## config.mk

```make
export PLATFORM = sky130hd
export DESIGN_NAME = uart_receiver
export DESIGN_NICKNAME = d
export VERILOG_FILES = /design/src/rtl/uart_receiver_pkg.sv /design/src/rtl/uart_bit_sync.sv /design/src/rtl/uart_receiver.sv
export SDC_FILE = /design/constraint.sdc
export NUM_CORES = 1
export LEC_CHECK = 0
export CAP_MARGIN = 20
export CORE_UTILIZATION = 54
export CTS_BUF_LIST = sky130_fd_sc_hd__clkbuf_16
export CTS_CLUSTER_SIZE = 40
export DETAILED_ROUTE_END_ITERATION = 8
export PLACE_DENSITY = 0.77
export SLEW_MARGIN = 20
export SYNTH_ARGS = -nofsm -noshare
export SYNTH_HDL_FRONTEND = slang
export SYNTH_SLANG_ARGS = --single-unit
```

## constraint.sdc

```tcl
create_clock -name clk -period 1.9 [get_ports clk]
set_input_delay 0.38 -clock clk [delete_from_list [all_inputs] [get_ports clk]]
set_output_delay 0.38 -clock clk [all_outputs]
set_load 0.03 [all_outputs]
```

## src/rtl/uart_receiver_pkg.sv

```systemverilog
// Shared types and constants for the UART receive path.
package uart_receiver_pkg;

  typedef logic       bit_t;
  typedef logic [7:0] uint8_t;

  localparam int unsigned UART_DATA_BITS = 8;

  typedef enum logic [1:0] {
    IDLE,
    START,
    DATA,
    STOP
  } rx_state_t;

endpackage

```

## src/rtl/uart_bit_sync.sv

```systemverilog
// Two-flop synchronizer for a single asynchronous bit; resets to 1 (idle line level).
module uart_bit_sync (
  input  logic clk_i,
  input  logic rst_i,
  input  logic d_i,
  output logic q_o
);

  logic [1:0] sync_q, sync_d;

  // Shift the raw input through two stages.
  always_comb begin
    sync_d = {sync_q[0], d_i};
  end

  // Synchronizer flops.
  always_ff @(posedge clk_i or posedge rst_i) begin
    if (rst_i) begin
      sync_q <= 2'b11;
    end else begin
      sync_q <= sync_d;
    end
  end

  assign q_o = sync_q[1];

endmodule

```

## src/rtl/uart_receiver.sv

```systemverilog
// 8N1 UART receiver: detects the start edge, samples each bit at mid-bit and
// reports either a received byte or a bad stop bit with a one-cycle pulse.
module uart_receiver
  import uart_receiver_pkg::*;
#(
  parameter int unsigned CLKS_PER_BIT = 16
) (
  input  logic       clk,
  input  logic       reset,
  input  logic       serial_input_rx,
  output logic [7:0] received_data,
  output logic       data_ready,
  output logic       framing_error,
  output logic       busy
);

  localparam int unsigned CntW = $clog2(CLKS_PER_BIT);
  localparam logic [CntW-1:0] CntHalf = CntW'(CLKS_PER_BIT / 2 - 1);
  localparam logic [CntW-1:0] CntFull = CntW'(CLKS_PER_BIT - 1);
  localparam logic [2:0] LastBit = 3'(UART_DATA_BITS - 1);

  bit_t rx_s;
  bit_t rx_prev_q, rx_prev_d;

  rx_state_t state_q, state_d;
  logic [CntW-1:0] cnt_q, cnt_d;
  logic [2:0] bit_idx_q, bit_idx_d;
  uint8_t shift_q, shift_d;
  uint8_t data_q, data_d;
  logic data_ready_q, data_ready_d;
  logic framing_error_q, framing_error_d;

  uart_bit_sync u_sync (
    .clk_i (clk),
    .rst_i (reset),
    .d_i   (serial_input_rx),
    .q_o   (rx_s)
  );

  // Next-state logic: frame sequencing, bit sampling and result pulses.
  always_comb begin
    state_d         = state_q;
    cnt_d           = cnt_q;
    bit_idx_d       = bit_idx_q;
    shift_d         = shift_q;
    data_d          = data_q;
    data_ready_d    = 1'b0;
    framing_error_d = 1'b0;
    rx_prev_d       = rx_s;

    unique case (state_q)
      IDLE: begin
        // Needs a fresh 1->0 edge, so a held-low line never starts a frame.
        if (rx_prev_q && !rx_s) begin
          state_d = START;
          cnt_d   = '0;
        end
      end
      START: begin
        if (cnt_q == CntHalf) begin
          cnt_d = '0;
          if (!rx_s) begin
            state_d   = DATA;
            bit_idx_d = '0;
          end else begin
            state_d = IDLE;
          end
        end else begin
          cnt_d = cnt_q + CntW'(1);
        end
      end
      DATA: begin
        if (cnt_q == CntFull) begin
          // LSB arrives first, so shift in from the top.
          shift_d   = {rx_s, shift_q[7:1]};
          cnt_d     = '0;
          bit_idx_d = bit_idx_q + 3'd1;
          if (bit_idx_q == LastBit) begin
            state_d = STOP;
          end
        end else begin
          cnt_d = cnt_q + CntW'(1);
        end
      end
      STOP: begin
        if (cnt_q == CntFull) begin
          state_d = IDLE;
          cnt_d   = '0;
          if (rx_s) begin
            data_d       = shift_q;
            data_ready_d = 1'b1;
          end else begin
            framing_error_d = 1'b1;
          end
        end else begin
          cnt_d = cnt_q + CntW'(1);
        end
      end
      default: begin
        state_d = IDLE;
      end
    endcase
  end

  // State and datapath registers.
  always_ff @(posedge clk or posedge reset) begin
    if (reset) begin
      state_q         <= IDLE;
      cnt_q           <= '0;
      bit_idx_q       <= '0;
      shift_q         <= '0;
      data_q          <= '0;
      data_ready_q    <= 1'b0;
      framing_error_q <= 1'b0;
      rx_prev_q       <= 1'b1;
    end else begin
      state_q         <= state_d;
      cnt_q           <= cnt_d;
      bit_idx_q       <= bit_idx_d;
      shift_q         <= shift_d;
      data_q          <= data_d;
      data_ready_q    <= data_ready_d;
      framing_error_q <= framing_error_d;
      rx_prev_q       <= rx_prev_d;
    end
  end

  assign received_data = data_q;
  assign data_ready    = data_ready_q;
  assign framing_error = framing_error_q;
  assign busy          = (state_q != IDLE);

endmodule

```

==> results.yml, run 1 <==
outcome:
  status: "completed"
setup_path:
  cp_max_fo: 7
  arrival_ns: 1.35
  critPathCaptureType: "output pin"
  critPathKind: "reg2out"
  start_kind: "flop"
  worstPathRequired_ns: 1.52
  r2r-start: "cnt_q[1]"
placement:
  gp_congestion: 0.781
  hpwl_um: 1540
  numPlacedInstances: 136
  portBuffers: 13
clock_tree:
  htree_levels: 2
  cts_hold_buf: 0
  clock-sinks: 30
  cts_buffers: 5
  cts.clk_slew.worst_paths_ns: 0.05
  clockRootBuffer: "clkbuf_16"
  cts_tree: "yes"
  clk_latency_ns: 0.27
  clk_path_buf_depth: 2
synthesis:
  synth_ff_type: "dfrtp_1"
  syn_inst: 93
  synth_enable_flop_cells: 0
  netlist_area_um2: 1280
  synth_top_cells_by_area: "dfrtp_1 53%, mux2_2 14%, dfstp_2 6.2%"
  synth_cell_types: 34
  synth-seq-area-share_pct: 59.0
  synth_area_leader_cell: "dfrtp_1"
  ys_async_sr_fraction_pct: 100
  avgSynthCellArea_um2: 13.7
  synth_top_area_share_pct: 52.8
  synth_seq_cells: 30
  synth_nets: 99
  yosysWarnings: 0
sta:
  hold_viol_final: 0
  worst_pin_slew_ns: 0.321
  finalSetupTns_ns: 0
  slew_headroom_pct: 78.6
  skew_ns: 0.00250
  setup_viol: 0
  clock.fmax_ghz: 0.579
  finalCritPeriodShare_pct: 90.9
  slew_viol_final: 0
  fin_crit_ns: 1.73
  rsz0062_at_grt: "no"
min_path:
  holdCritPathClass: "in2async"
grt:
  grt_max_degree: 27
  grt_pass1_wl_um: 3640
  antenna_found_initial: 0
  gr-total-overflow: 0
  grt_pass1_vias: 787
  grt_use_total_pct: 20.7
power:
  peakVddDrop_mv: 1.08
  p_per_area_nw_per_um2: 1230
  p_leak_nw: 0.775
  finalPower_mw: 1.98
drt:
  postRouteAntennaNets: 0
  wl_um: 2130
  routed_via_density: 5.62
  firstDrtPassIters: 4
  vias: 809
  wire_per_inst_um: 14.8
  drt_iter0_markers: 8
  route.detailed.drc: 0
final_layout:
  nets: 121
  final_cells: 144
  synthToLayoutAreaGrowth_pct: 25.7
  diodes: 0
  drive_above_1_share_pct: 31.9
die:
  die_w_um: 50.7
  io_pins: 14
  start_util_pct: 57.8
  rows: 17
  core-area_um2: 2210
  die-area_um2: 2570
  die_h_um: 50.7
run:
  cap_violations: 0
## cells in the mapped netlist (2+ instances only)
master,n
dfstp_2,3
nor3_1,2
o21ai_0,2
dfrtp_1,27
mux2i_1,3
nand2_1,5
inv_1,3
buf_2,3
a22o_1,2
mux2_2,16
or2_1,2
ha_1,3
## metal layers
metal	GRT usage, %	vias to the layer above	share of wire (%)
met5	0	-	0
met4	12.5	0	2.4
met3	7.27	7	5.5
met2	30.7	27	48
met1	26.1	402	44
li1	-	373	-
## through the flow
| step | hold slack [ns] | worst slack, ns | util, % | cell area [um^2] |
|---|---|---|---|---|
| 6_report | 0.300 | 0.172 | 72.7 | 1610 |
| 5_1_grt | 0.326 | 0.102 | 72.7 | 1610 |
| 4_1_cts | 0.304 | 0.115 | 72.5 | 1600 |
| 3_5_place_dp | 0.348 | 0.122 | 66.3 | 1470 |
| 3_3_place_gp | 0.350 | 0.213 | 66.3 | 1470 |
| 2_1_floorplan | 0.345 | 0.276 | - | 1280 |
## registers in the layout, summed over array words and instances, names as in the netlist, named ones only
register       count
received_data      8
shift_q            8
cnt_q              4
bit_idx_q          3
u_sync.sync_q      2
data_ready         1
framing_error      1
rx_prev_q          1
state_q            1
## final cells by class
class	count	area [um^2]
sequential	30	754
clock inverter	3	12.5
tap	28	35.0
clock buffer	5	125
timing repair buffer	20	181
fill	156	604
inverter	3	11.3
multi-input combinational	55	488
## worst paths after layout
| check | to | cells after the start | slack (ns) |
|---|---|---|---|
| min in group clk | u_sync.sync_q[1] | 0 | 0.35 |
| min | received_data[5] | 2 | 0.30 |
| min reg2reg | u_sync.sync_q[1] | 0 | 0.35 |
| max reg2reg | shift_q[1] | 5 | 0.19 |
| max in group asynchronous | rx_prev_q | 3 | 1.01 |
| max | busy | 2 | 0.17 |
## report_power, final
group	internal (mW)	total [mW]	leakage, nW	switching, mW
Combinational	0.203	0.455	0.309	0.252
Sequential	0.728	0.814	0.394	0.0850
Clock	0.470	0.710	0.0724	0.241
Total	1.40	1.98	0.775	0.578
## placed cells by master (no fill, tap or decap), types with 2 or more instances in the layout
cell type        synthesis  layout
clkdlybuf4s50_1          0      12
inv_1                    3       4
a22o_1                   2       2
ha_1                     3       3
nand2_1                  5       5
buf_4                    0       7
dfstp_2                  3       3
clkbuf_16                0       5
mux2_2                  16      16
or2_1                    2       2
o21ai_0                  2       2
mux2i_1                  3       3
dfrtp_1                 27      27
## repair_timing
| action | 4_1_cts | 5_1_grt |
|---|---|---|
| gates cloned | 0 | 0 |
| gates resized for setup | 1 | 1 |
| setup endpoints to repair | 1 | 6 |
| setup buffers | 0 | 0 |
## kinds of logic (layout without fill, tap and decap cells)
| family | Yosys count | after routing | synth area share, % |
|---|---|---|---|
| simple gates | 20 | 20 | 9.69 |
| buf+inv | 8 | 31 | 3.23 |
| mux | 21 | 21 | 18.5 |
| flops | 30 | 30 | 59.0 |
| xor+xnor | 1 | 1 | 0.685 |
| fa+ha+maj | 3 | 3 | 2.94 |
| compound gates | 10 | 10 | 5.97 |
## critical path, stage by stage, from the launching register on
cell and delay, ns:
dfrtp_1 0.37, or2_1 0.32, dlygate4sd2_1 0.39
(Power assumes the default switching activity.)
==> run 2: changes to the inputs <==
--- a/config.mk
+++ b/config.mk
@@ -5,6 +5,7 @@
 export SDC_FILE = /design/constraint.sdc
 export NUM_CORES = 1
 export LEC_CHECK = 0
+export ABC_AREA = 1
 export CAP_MARGIN = 20
 export CORE_UTILIZATION = 54
 export CTS_BUF_LIST = sky130_fd_sc_hd__clkbuf_16
@@ -14,4 +15,5 @@
 export SLEW_MARGIN = 20
 export SYNTH_ARGS = -nofsm -noshare
 export SYNTH_HDL_FRONTEND = slang
+export SYNTH_HIERARCHICAL = 1
 export SYNTH_SLANG_ARGS = --single-unit
==> run 2 against run 1 <==
Critical path depth down 1. Power up 2.7%. Clock power up 3%. Final area up 1.2%. Hold slack better by 0.049 ns. Clock skew up 0.0034 ns. Routed wire length up 15%. Critical path type unchanged.
==> results.yml, run 2 <==
final_layout:
  nets: 161
  diodes: 0
  final_cells: 184
  drive_above_1_share_pct: 17.3
  synthToLayoutAreaGrowth_pct: 21.3
  final_common_cell: "nand2_1"
  layout_common_cells: "32 x nand2_1, 27 x dfrtp_1, 24 x inv_1"
sta:
  finalCritPeriodShare_pct: 88.5
  clock.fmax_ghz: 0.595
  slew_viol_final: 0
  slew_headroom_pct: 77.0
  finalSetupTns_ns: 0
  setup_viol: 0
  hold_viol_final: 0
  worst_pin_slew_ns: 0.344
  fin_crit_ns: 1.68
  skew_ns: 0.00586
  rsz0062_at_grt: "no"
clock_tree:
  clockRootBuffer: "clkbuf_16"
  clock-sinks: 30
  cts_tree: "yes"
  post-cts-setup-buffers: 0
  clk_path_buf_depth: 2
  htree_levels: 2
  cts.clk_slew.worst_paths_ns: 0.05
  cts_hold_buf: 0
  clk_latency_ns: 0.27
  cts_buffers: 5
synthesis:
  yosysWarnings: 6
  synth_seq_cells: 30
  synth_enable_flop_cells: 0
  ys_async_sr_fraction_pct: 100
  synth_cell_types: 25
  syn_inst: 136
  synth_nets: 142
  synth_ff_type: "dfrtp_1"
  synth-seq-area-share_pct: 56.3
  synth_top_cells_by_area: "dfrtp_1 50%, nand2_1 9.0%, inv_1 6.2%"
  synth_top_area_share_pct: 50.4
  netlist_area_um2: 1340
  synthMostInstantiatedCell: "nand2_1"
  synth_area_leader_cell: "dfrtp_1"
  avgSynthCellArea_um2: 9.86
  ys_top_cells_by_count: "32 x nand2_1, 27 x dfrtp_1, 22 x inv_1"
die:
  die_h_um: 51.8
  die-area_um2: 2690
  rows: 17
  die_w_um: 51.8
  core-area_um2: 2280
  start_util_pct: 58.9
  io_pins: 14
setup_path:
  reg2reg_depth: 8
  start_kind: "flop"
  cp_max_fo: 2
  r2r-start: "cnt_q[0]"
  slowest_stage: "clkdlybuf4s50_1"
  worstPathRequired_ns: 1.52
  critPathCaptureType: "output pin"
  r2r_setup_slack_ns: 0.40
  crit_buf_inv: 1
  crit_family: "buffers and inverters"
  arrival_ns: 1.30
  critPathKind: "reg2out"
  critPathLaunch: "received_data[6]"
  crit_chain: "clkdlybuf4s50_1"
  max_stage_delay_ns: 0.67
power:
  p_leak_nw: 0.799
  combPwrFrac_pct: 24.2
  p_int_mw: 1.35
  swShare_pct: 33.3
  p_sw_mw: 0.677
  power_frac_clock_pct: 35.9
  seqPwrFrac_pct: 40.0
  p_per_area_nw_per_um2: 1250
  peakVddDrop_mv: 1.08
min_path:
  holdPathStages: 0
  holdPathEnd: "u_sync/sync_q[1]"
  min_from: "u_sync/sync_q[0]"
  holdCritPathClass: "reg2reg"
drt:
  wire_per_inst_um: 13.3
  vias: 977
  route.detailed.drc: 0
  firstDrtPassIters: 4
  wl_um: 2450
  routed_via_density: 5.31
  drt_iter0_markers: 32
  postRouteAntennaNets: 0
placement:
  numPlacedInstances: 176
  gp_congestion: 0.825
  portBuffers: 13
  hpwl_um: 1640
grt:
  gr-total-overflow: 0
  grt_pass1_wl_um: 4350
  grt_pass1_vias: 971
  grt_max_degree: 29
  antenna_found_initial: 0
  grt_use_total_pct: 23.6
outcome:
  status: "completed"
run:
  cap_violations: 0
-- run 2: routing by layer --
layer / vias up / track usage [%] / wire length [um]
li1: 464 / - / -
met1: 477 / 27.6 / 998
met2: 29 / 38.0 / 1270
met3: 7 / 7.60 / 113
met4: 0 / 13.1 / 66
met5: - / 0 / 0
-- run 2: kinds of logic (layout without fill, tap and decap cells) --
logic type               count (synthesis)  count (layout)  share of synthesized area, %
AND/OR/NAND/NOR                         50              50                          19.3
flip-flops                              30              30                          56.3
buffers and inverters                   27              47                          8.77
AO/OA/AOI/OAI                           25              25                          12.2
adder cells (fa/ha/maj)                  3               3                          2.80
XOR/XNOR                                 1               1                         0.653
-- run 2: worst max-delay path by stage --
| stage | end | slack, ns | cells after the start |
|---|---|---|---|
| 2_1_floorplan | received_data[6] | 0.60 | 7 |
| 3_3_place_gp | busy | 0.29 | 3 |
| 3_5_place_dp | busy | 0.26 | 3 |
| 4_1_cts | received_data[6] | 0.21 | 1 |
| 5_1_grt | busy | 0.14 | 3 |
| 6_report | received_data[6] | 0.22 | 1 |
-- run 2: what timing repair did --
action,4_1_cts,5_1_grt
endpoints found under the hold margin,0,0
setup endpoints to repair,1,0
resized for setup,1,0
-- run 2: power groups by stage --
stage / registers [mW] / logic (mW) / clock network [mW]
global placement: 0.809 / 0.460 / 0
floorplan: 0.798 / 0.383 / 0
finish: 0.812 / 0.491 / 0.728
detailed placement: 0.818 / 0.484 / 0
CTS: 0.811 / 0.489 / 0.733
global route: 0.823 / 0.554 / 0.762
-- run 2: final cells by class --
| class | count | area, um^2 |
|---|---|---|
| tap | 28 | 35.0 |
| clock buffer | 5 | 125 |
| timing repair buffer | 14 | 136 |
| clock inverter | 3 | 11.3 |
| inverter | 25 | 95.1 |
| fill | 165 | 649 |
| sequential | 30 | 754 |
| multi-input combinational | 79 | 469 |
-- run 2: metrics by stage --
step	total power, mW	util [%]	hold slack [ns]	setup slack [ns]	instance area (um^2)
CTS	2.03	71.5	0.350	0.207	1630
global placement	1.27	65.5	0.347	0.293	1490
floorplan	1.18	-	0.292	0.603	1340
global route	2.14	71.5	0.353	0.137	1630
detailed placement	1.30	65.5	0.350	0.264	1490
finish	2.03	71.5	0.349	0.219	1630
==> run 3: changes to the inputs <==
--- a/config.mk
+++ b/config.mk
@@ -11,7 +11,7 @@
 export CTS_BUF_LIST = sky130_fd_sc_hd__clkbuf_16
 export CTS_CLUSTER_SIZE = 40
 export DETAILED_ROUTE_END_ITERATION = 8
-export PLACE_DENSITY = 0.77
+export PLACE_DENSITY = 0.78
 export SLEW_MARGIN = 20
 export SYNTH_ARGS = -nofsm -noshare
 export SYNTH_HDL_FRONTEND = slang
==> run 3 against run 2 <==
Register-to-register slack about the same. Global-route usage decreased by 1.4 points. Setup slack got worse by 0.019 ns. Clock power decreased by 1%. Flip-flop and latch count unchanged. Fmax decreased by 1.1%. Critical path depth increased by 2. Die area unchanged. Sequential power increased by 0.6%. Via count decreased by 3.0%. Largest cell class unchanged. Final cell count unchanged. Count of clock-buffer cells in the layout unchanged.
==> results.yml, run 3 (same netlist as run 2, synthesis figures left out) <==
final_layout:
  final_cell_area_um2: 1640
  nets: 161
  layout_common_cells: "32 x nand2_1, 27 x dfrtp_1, 25 x inv_1"
  synthToLayoutAreaGrowth_pct: 22.2
  diodes: 0
  drive_above_1_share_pct: 17.3
  postLayoutCoreUtil_pct: 72.0
  final_common_cell: "nand2_1"
  fill_cells: 165
setup_path:
  critPathCaptureType: "output pin"
  cp_max_fo: 6
  slowest_stage: "dfrtp_1"
  worstPathRequired_ns: 1.52
  critPathKind: "reg2out"
  start_kind: "flop"
  crit_chain: "nor2_1 > inv_1 > dlygate4sd2_1"
  max_stage_delay_ns: 0.44
  arrival_ns: 1.32
grt:
  grt_pass1_vias: 955
  grt_pass1_wl_um: 4110
  grt_max_degree: 27
  grt_use_total_pct: 22.2
  gr-total-overflow: 0
  antenna_found_initial: 0
clock_tree:
  clk_path_buf_depth: 2
  htree_levels: 2
  clock-sinks: 30
  clockRootBuffer: "clkbuf_16"
  cts_hold_buf: 0
  cts_buffers: 5
  cts.clk_slew.worst_paths_ns: 0.05
  cts_tree: "yes"
  ctsResizeCount: 1
  clk_latency_ns: 0.28
  post-cts-setup-buffers: 0
outcome:
  status: "completed"
placement:
  gp_congestion: 0.828
  portBuffers: 13
  place_area_um2: 1500
  hpwl_um: 1660
drt:
  routed_via_density: 5.15
  route.detailed.drc: 0
  postRouteAntennaNets: 0
  wire_per_inst_um: 12.8
  vias: 948
  drt_iter0_markers: 14
  wl_um: 2360
  firstDrtPassIters: 4
sta:
  slew_viol_final: 0
  fin_crit_ns: 1.70
  skew_ns: 0.00920
  slew_headroom_pct: 78.9
  hold_viol_final: 0
  finalSetupTns_ns: 0
  clock.fmax_ghz: 0.588
  setup_viol: 0
  rsz0062_at_grt: "no"
  finalCritPeriodShare_pct: 89.5
  worst_pin_slew_ns: 0.315
run:
  cap_violations: 0
die:
  rows: 17
  io_pins: 14
  core-area_um2: 2280
  die-area_um2: 2690
  die_h_um: 51.8
  start_util_pct: 58.9
  die_w_um: 51.8
min_path:
  holdCritPathClass: "in2async"
power:
  p_leak_nw: 0.808
  peakVddDrop_mv: 1.02
  p_per_area_nw_per_um2: 1240
==> run 3: changes by cell type in the layout (fill, tap and decap cells not counted), sizes merged <==
cell,previous run,this run
inv,26,27
clkinv,2,1
==> run 3: critical path: cells and delay by family (launching register included) <==
family                 cells  cell delay, ns
buffers and inverters      2            0.44
and+or+nand+nor            1            0.17
DFF                        1            0.44
==> run 3: final timing paths <==
| kind | startpoint | end | slack, ns | depth (start not counted) |
|---|---|---|---|---|
| worst max-delay path | flop | busy | 0.20 | 3 |
| worst min-delay path | reset | data_ready | 0.33 | 2 |
| worst max register to register | cnt_q[0] | received_data[7] | 0.40 | 6 |
| worst min register to register | u_sync/sync_q[0] | u_sync/sync_q[1] | 0.36 | 0 |
| max in group asynchronous | reset | rx_prev_q | 1.15 | 3 |
| min in group clk | u_sync/sync_q[0] | u_sync/sync_q[1] | 0.36 | 0 |
==> run 3: where the power goes <==
group	internal, mW	switching (mW)
combinational	0.171	0.320
clock	0.468	0.252
sequential	0.718	0.0984
total	1.36	0.670
==> run 3: through the flow <==
stage | power (mW) | worst slack [ns] | hold slack, ns | std cells
6_report | 2.03 | 0.200 | 0.335 | 184
5_1_grt | 2.13 | 0.135 | 0.361 | 184
2_1_floorplan | 1.18 | 0.603 | 0.292 | 136
3_5_place_dp | 1.32 | 0.259 | 0.355 | 176
4_1_cts | 2.04 | 0.200 | 0.335 | 184
3_3_place_gp | 1.27 | 0.294 | 0.347 | 176
==> run 3: cell type report <==
cell class              instances  area, um^2  area share, %
clock inverters                 3        11.3          0.687
multi-input cells              79         469           28.6
well taps                      28        35.0           2.14
clock buffers                   5         125           7.63
repair buffers                 14         149           9.08
flip-flops and latches         30         754           46.0
inverters                      25        95.1           5.80
==> run 3: routing by layer <==
layer | vias up | wire (um) | global-route usage [%]
met5 | - | 0 | 0
met3 | 8 | 61 | 6.14
li1 | 466 | - | -
met1 | 462 | 1000 | 24.7
met4 | 0 | 66 | 14.4
met2 | 12 | 1230 | 36.8
